### src/rtl/fetch_sequencer_pkg.sv
// Shared definitions for the fetch sequencer: state encoding, fetch stride,
// default reset vector and the word-alignment check.
package fetch_sequencer_pkg;

  typedef enum logic [2:0] {
    ST_REQ   = 3'd0,
    ST_WAIT  = 3'd1,
    ST_HOLD  = 3'd2,
    ST_DRAIN = 3'd3,
    ST_HALT  = 3'd4
  } fetch_state_t;

  localparam logic [31:0] INSTR_BYTES      = 32'd4;
  localparam logic [31:0] DEFAULT_RESET_PC = 32'h0000_0000;
  localparam logic [1:0]  ALIGN_OK         = 2'b00;

  function automatic logic is_aligned(input logic [31:0] addr);
    return addr[1:0] == ALIGN_OK;
  endfunction

endpackage

### src/rtl/fetch_sequencer.sv
// Architectural PC owner and single-outstanding instruction fetch sequencer.
// Buffers one fetched word for decode and handles redirects and misaligned targets.
module fetch_sequencer
  import fetch_sequencer_pkg::*;
#(
  parameter logic [31:0] RESET_PC = DEFAULT_RESET_PC
) (
  input  logic        clk,
  input  logic        rst,
  input  logic        redirect_valid,
  input  logic [31:0] redirect_pc,
  output logic        imem_req_valid,
  output logic [31:0] imem_req_addr,
  input  logic        imem_req_ready,
  input  logic        imem_resp_valid,
  input  logic [31:0] imem_resp_data,
  output logic        if_valid,
  output logic [31:0] if_instr,
  output logic [31:0] if_pc,
  input  logic        if_ready,
  output logic        misalign_fault
);

  fetch_state_t state, state_next;
  logic [31:0]  pc, pc_next;
  logic [31:0]  if_instr_next, if_pc_next;
  logic         if_valid_next, fault_next;

  always_ff @(posedge clk) begin
    if (rst) begin
      state          <= ST_REQ;
      pc             <= RESET_PC;
      if_valid       <= 1'b0;
      if_instr       <= 32'd0;
      if_pc          <= 32'd0;
      misalign_fault <= 1'b0;
    end else begin
      state          <= state_next;
      pc             <= pc_next;
      if_valid       <= if_valid_next;
      if_instr       <= if_instr_next;
      if_pc          <= if_pc_next;
      misalign_fault <= fault_next;
    end
  end

  always_comb begin
    state_next    = state;
    pc_next       = pc;
    if_valid_next = if_valid;
    if_instr_next = if_instr;
    if_pc_next    = if_pc;
    fault_next    = misalign_fault;

    case (state)
      ST_REQ: begin
        if (imem_req_ready) state_next = ST_WAIT;
      end
      ST_WAIT: begin
        if (imem_resp_valid) begin
          if_instr_next = imem_resp_data;
          if_pc_next    = pc;
          if_valid_next = 1'b1;
          pc_next       = pc + INSTR_BYTES;
          state_next    = ST_HOLD;
        end
      end
      ST_HOLD: begin
        if (if_ready) begin
          if_valid_next = 1'b0;
          state_next    = ST_REQ;
        end
      end
      ST_DRAIN: begin
        if (imem_resp_valid) state_next = ST_REQ;
      end
      ST_HALT: begin
        if_valid_next = 1'b0;
      end
      default: state_next = ST_REQ;
    endcase

    // Redirect overrides everything above; any word captured this cycle is dropped.
    if (redirect_valid) begin
      if_valid_next = 1'b0;
      if_instr_next = if_instr;
      if_pc_next    = if_pc;
      if (!is_aligned(redirect_pc)) begin
        fault_next = 1'b1;
        pc_next    = pc;
        state_next = ST_HALT;
      end else begin
        fault_next = 1'b0;
        pc_next    = redirect_pc;
        case (state)
          ST_REQ:   state_next = imem_req_ready  ? ST_DRAIN : ST_REQ;
          ST_WAIT:  state_next = imem_resp_valid ? ST_REQ   : ST_DRAIN;
          // The stale response may land in the same cycle as a second redirect;
          // leave DRAIN then, since no further response will arrive.
          ST_DRAIN: state_next = imem_resp_valid ? ST_REQ   : ST_DRAIN;
          default:  state_next = ST_REQ;
        endcase
      end
    end
  end

  // rst gating keeps the request low for every cycle reset is held.
  assign imem_req_valid = (state == ST_REQ) && !rst;
  assign imem_req_addr  = pc;

endmodule

### config.mk
export PLATFORM = sky130hd
export DESIGN_NAME = fetch_sequencer
export DESIGN_NICKNAME = d
export VERILOG_FILES = /design/src/rtl/fetch_sequencer_pkg.sv /design/src/rtl/fetch_sequencer.sv
export SDC_FILE = /design/constraint.sdc
export NUM_CORES = 1
export LEC_CHECK = 0
export CAP_MARGIN = 15
export CORE_ASPECT_RATIO = 0.7
export CORE_MARGIN = 2
export CORE_UTILIZATION = 44
export DETAILED_ROUTE_END_ITERATION = 16
export PLACE_DENSITY = 0.85
export SLEW_MARGIN = 25
export SYNTH_ARGS = -nofsm -noshare
export SYNTH_HDL_FRONTEND = slang
export SYNTH_SLANG_ARGS = --single-unit
### constraint.sdc
create_clock -name clk -period 3.1 [get_ports clk]
set_input_delay 0.62 -clock clk [delete_from_list [all_inputs] [get_ports clk]]
set_output_delay 0.62 -clock clk [all_outputs]
set_load 0.005 [all_outputs]
After elaboration in Yosys (flattened, before gate mapping)

Index checks and enable logic that the tools add are counted.

$add $sub $neg: 1
Eq/ne operators: 12
Mux-type cells: 18
Bitwise gates (word level): 1
Reduce and logical (&&, ||, !) cells: 13

Operators with widths:

| kind                    | number |
|---|---|
| $mux W32                | 4 |
| $add A32 B3 Y32 const B | 1 |
| $mux W3                 | 6 |
| $pmux W3 S5             | 1 |
| $ne A3 B3 Y1 const B    | 4 |
| $reduce_and A3 Y1       | 3 |
| $eq A3 B2 Y1 const B    | 2 |
| $ne A2 B2 Y1 const B    | 3 |
| $reduce_and A5 Y1       | 1 |
| $mux W2                 | 2 |
| $pmux W2 S2             | 1 |
| $reduce_bool A2 Y1      | 2 |
| $reduce_or A2 Y1        | 2 |
| $eq A3 B1 Y1 const B    | 1 |
| $eq A3 B3 Y1 const B    | 1 |
| $logic_not A3 Y1        | 1 |
| $mux W1                 | 3 |
| $pmux W1 S3             | 1 |
| $reduce_bool A3 Y1      | 1 |
| $logic_not A2 Y1        | 1 |
| $ne A2 B1 Y1 const B    | 1 |
| $logic_and A1 B1 Y1     | 1 |
| $logic_not A1 Y1        | 1 |
| $not A1 Y1              | 1 |

Bits in registers: 101
Logic and storage cells: 51

Depth between registers and ports, before layout

Depth after elaboration: 5
Depth in mapped cells: 8

Worst setup path after synthesis

No wires, ideal clock.

Path type: register to register
Start point: reg pc[8] (netlist: imem_req_addr[8])
End point: reg pc[23] (netlist: imem_req_addr[23])
Setup time: 0.074 ns
Data arrival time: 2.291 ns
Setup slack: 0.735 ns
Cell stages (with the launch flop): 9
Path buffers: 3
Clock period less this slack: 2.365 ns
Path through: dfxtp_1 buf_2 nand4_2 or4_1 clkbuf_2 or3_1 clkbuf_2 or4_1 a31oi_1

Cells in the longest elaborated chain, start to end: 4

Ends and longest elaborated chain:

| what                   | line                  | source |
|---|---|---|
| start, declared        | fetch_sequencer.sv:25 | `logic [31:0] pc, pc_next;` |
| start signal, assigned | fetch_sequencer.sv:39 | `pc <= pc_next;` |
| $add A32 B3 Y32        | fetch_sequencer.sv:64 | `pc_next = pc + INSTR_BYTES;` |
| $mux W32               | fetch_sequencer.sv:60 | `if (imem_resp_valid) begin` |
| $mux W32               | fetch_sequencer.sv:55 | `case (state)` |
| $mux W32               | fetch_sequencer.sv:84 | `if (redirect_valid) begin` |

No other way between the ends. The select of a mux whose other input is x is not followed.
A chain may end at the register's enable or synchronous reset.

Final worst setup path

Same ends and word-level chain as after synthesis.

==> flow_metrics.tcl <==
set metrics [dict create \
    cp-start-kind "flop" \
    diodes 0 \
    postCtsSetupBuffers 0 \
    final_cells 859 \
    avgRoutedWirePerCell_um 16.6 \
    boundaryPins 169 \
    cts.clk_slew.worst_paths_ns 0.07 \
    rsz0062_at_grt "false" \
    dieArea_mm2 0.0110 \
    synth-main-ff-cell "dfxtp_1" \
    overflow 0 \
    max_cap_violations 0 \
    cts-root-buf "clkbuf_16" \
    num_vias 4883 \
    period_share 0.846 \
    cts_tree "yes" \
    hold_buffers 0 \
    finalCriticalPeriod_ns 2.62 \
    cts_sinks 101 \
    postSynthAreaPerCell_um2 7.61 \
    ys_types 58 \
    cp_max_fo 10 \
    syn_area_mm2 0.00445 \
    via_per_inst 5.68 \
    tightest_slew_ns 0.900 \
    finalNetCount 797 \
    cts-htree-levels 3 \
    antenna_found_initial 0 \
    dp_hpwl_mm 9.94 \
    slew_violations 0 \
    fin_hold_ws_ns 0.454 \
    ys_seq_elements 101 \
    clock_path_buffers 2 \
    row_count 30 \
    synth-seq-area-share 0.454 \
    io_buffers 168 \
    yosys.area.top_type "dfxtp_1" \
    postRouteAntennaNets 0 \
    synth_edf_count 0 \
    drive_gt1_frac 0.0547 \
    grt_pass1_wl_mm 22.3 \
    p_leak_uw 0.00218 \
    fin_skew_ns 0.00864 \
    end_kind "flop" \
    grt_max_degree 86 \
    hp-class "reg -> reg" \
    critPathKind "reg -> reg" \
    drt_iter0_drc 458 \
    setup_tns_ns 0 \
    drt-total-wl_mm 14.2 \
    setup_viol 0 \
    outcome "finished clean" \
    max_freq_mhz 381 \
    start_util 0.456 \
    syn2layout_area_growth_pct 46.1 \
    synthArstFlopShare 0 \
    routabilityCongestion 0.827 \
    fp.dieH_um 88.2 \
    relSlewSlack 0.400 \
    powerDensity_mw_per_mm2 443 \
    grt_pass1_vias 4517 \
    dp.cells 843 \
    synth_commonest_cells "nand2_1, dfxtp_1, a21oi_1" \
    fin_util 0.667 \
    netlist_instances 585 \
    ys_warn_count 0 \
    crit_arrival_ns 2.90 \
    core_area_mm2 0.00976 \
    yosys-top-cells-area "dfxtp_1, nand2_1, a21oi_1" \
    cts_inserted_buffers 9 \
    vdd_drop_max_v 0.000340 \
    firstDrtPassIters 6 \
    synth_most_common_cell "nand2_1" \
    clk_latency_ns 0.35 \
    required_ns 3.38 \
    die_w_um 124 \
    drc 0 \
    final-hold-violation-count 0 \
    track_usage 0.251 \
    yosysTopAreaCellShare 0.454 \
    syn_nets 656 \
    ctsResizeCount 0 \
]
[layer usage]
layer | vias to the layer above | GRT usage | share of wire | wire [um]
met4 | 0 | 0.0715 | 0.018 | 250
met2 | 239 | 0.434 | 0.49 | 7020
met5 | - | 0 | 0 | 0
met1 | 2288 | 0.312 | 0.42 | 5940
met3 | 23 | 0.0727 | 0.072 | 1030
li1 | 2333 | - | - | -
[area by class of cell]
cell class / instances / area (um^2)
Clock buffer: 10 / 239
Clock inverter: 6 / 71.3
Fill cell: 801 / 3250
Inverter: 4 / 15.0
Multi-Input combinational cell: 432 / 2250
Sequential cell: 101 / 2020
Tap cell: 128 / 160
Timing Repair Buffer: 178 / 1750
[cell usage in the layout (no fill, tap or decap), types with 2 or more instances in the layout]
master | netlist | final
nor2b_1 | 6 | 6
nor3_1 | 10 | 10
o31ai_1 | 5 | 5
o22ai_1 | 2 | 2
nor2_1 | 30 | 29
nand2_1 | 157 | 157
a22oi_1 | 6 | 6
and3_1 | 13 | 13
dfxtp_1 | 101 | 101
nor4_1 | 8 | 8
a21oi_1 | 83 | 83
buf_4 | 0 | 11
or3_1 | 3 | 3
nand3_1 | 14 | 13
inv_1 | 4 | 4
o21ai_0 | 21 | 21
or4_1 | 2 | 2
nor3b_1 | 2 | 2
clkinv_4 | 0 | 2
clkdlybuf4s50_1 | 0 | 166
nand4_1 | 4 | 4
mux2i_1 | 4 | 4
a221oi_1 | 2 | 2
a2111oi_0 | 2 | 2
a32o_1 | 3 | 3
clkbuf_16 | 0 | 9
o41ai_1 | 3 | 3
a22o_1 | 3 | 3
nand3b_1 | 4 | 4
a31oi_1 | 10 | 10
and4_1 | 2 | 2
a21o_1 | 4 | 4
a211oi_1 | 3 | 3
and2_1 | 2 | 2
[power by group]
group | internal (uW) | leakage (uW) | total [uW] | switching, uW
clock | 655 | 0.000151 | 1170 | 518
combinational | 182 | 0.00121 | 331 | 149
sequential | 1330 | 0.000817 | 1380 | 47.2
[logic make-up (layout without fill, tap and decap cells)]
family          after synthesis  count (layout)  share of synthesized area
flops                       101             101                      0.454
buf+inv                      52             198                     0.0447
simple gates                268             268                      0.275
fa+ha+maj                     1               1                    0.00281
compound gates              159             159                      0.215
mux                           4               4                    0.00899
[sequential cells by signal, indices dropped and copies added (netlist names)]
name,count
if_valid,1
if_instr,32
state,3
imem_req_addr,32
misalign_fault,1
if_pc,32
[through the flow]
stage / power (uW) / worst slack (ns) / area, um^2
final: 2880 / 0.478 / 6500
after global routing: 2980 / 0.336 / 6500
after CTS: 2890 / 0.498 / 6500
after detailed placement: 1730 / 0.204 / 6190
after global placement: 1720 / 0.322 / 6190
after floorplan: 1540 / 0.735 / 4450
[final timing paths]
path | end | startpoint | slack, ns | cells past startpoint
hold reg to reg | if_instr[6]$_SDFFE_PP0P_ | if_instr[6]$_SDFFE_PP0P_ | 0.45 | 2
setup reg to reg | imem_req_addr[23]$_SDFFE_PP0P_ | imem_req_addr[8]$_SDFFE_PP0P_ | 0.48 | 5
hold / removal | if_instr[6]$_SDFFE_PP0P_ | if_instr[6]$_SDFFE_PP0P_ | 0.45 | 2
setup / recovery | imem_req_addr[23]$_SDFFE_PP0P_ | imem_req_addr[8]$_SDFFE_PP0P_ | 0.48 | 5
[critical path: stages, from the launching register on]
cell and delay (ns):
dfxtp_1 0.53, nand4_2 0.21, or4_1 0.68, or3_1 0.53, or4_1 0.44, a31oi_1 0.16
(Power assumes the default switching activity.)
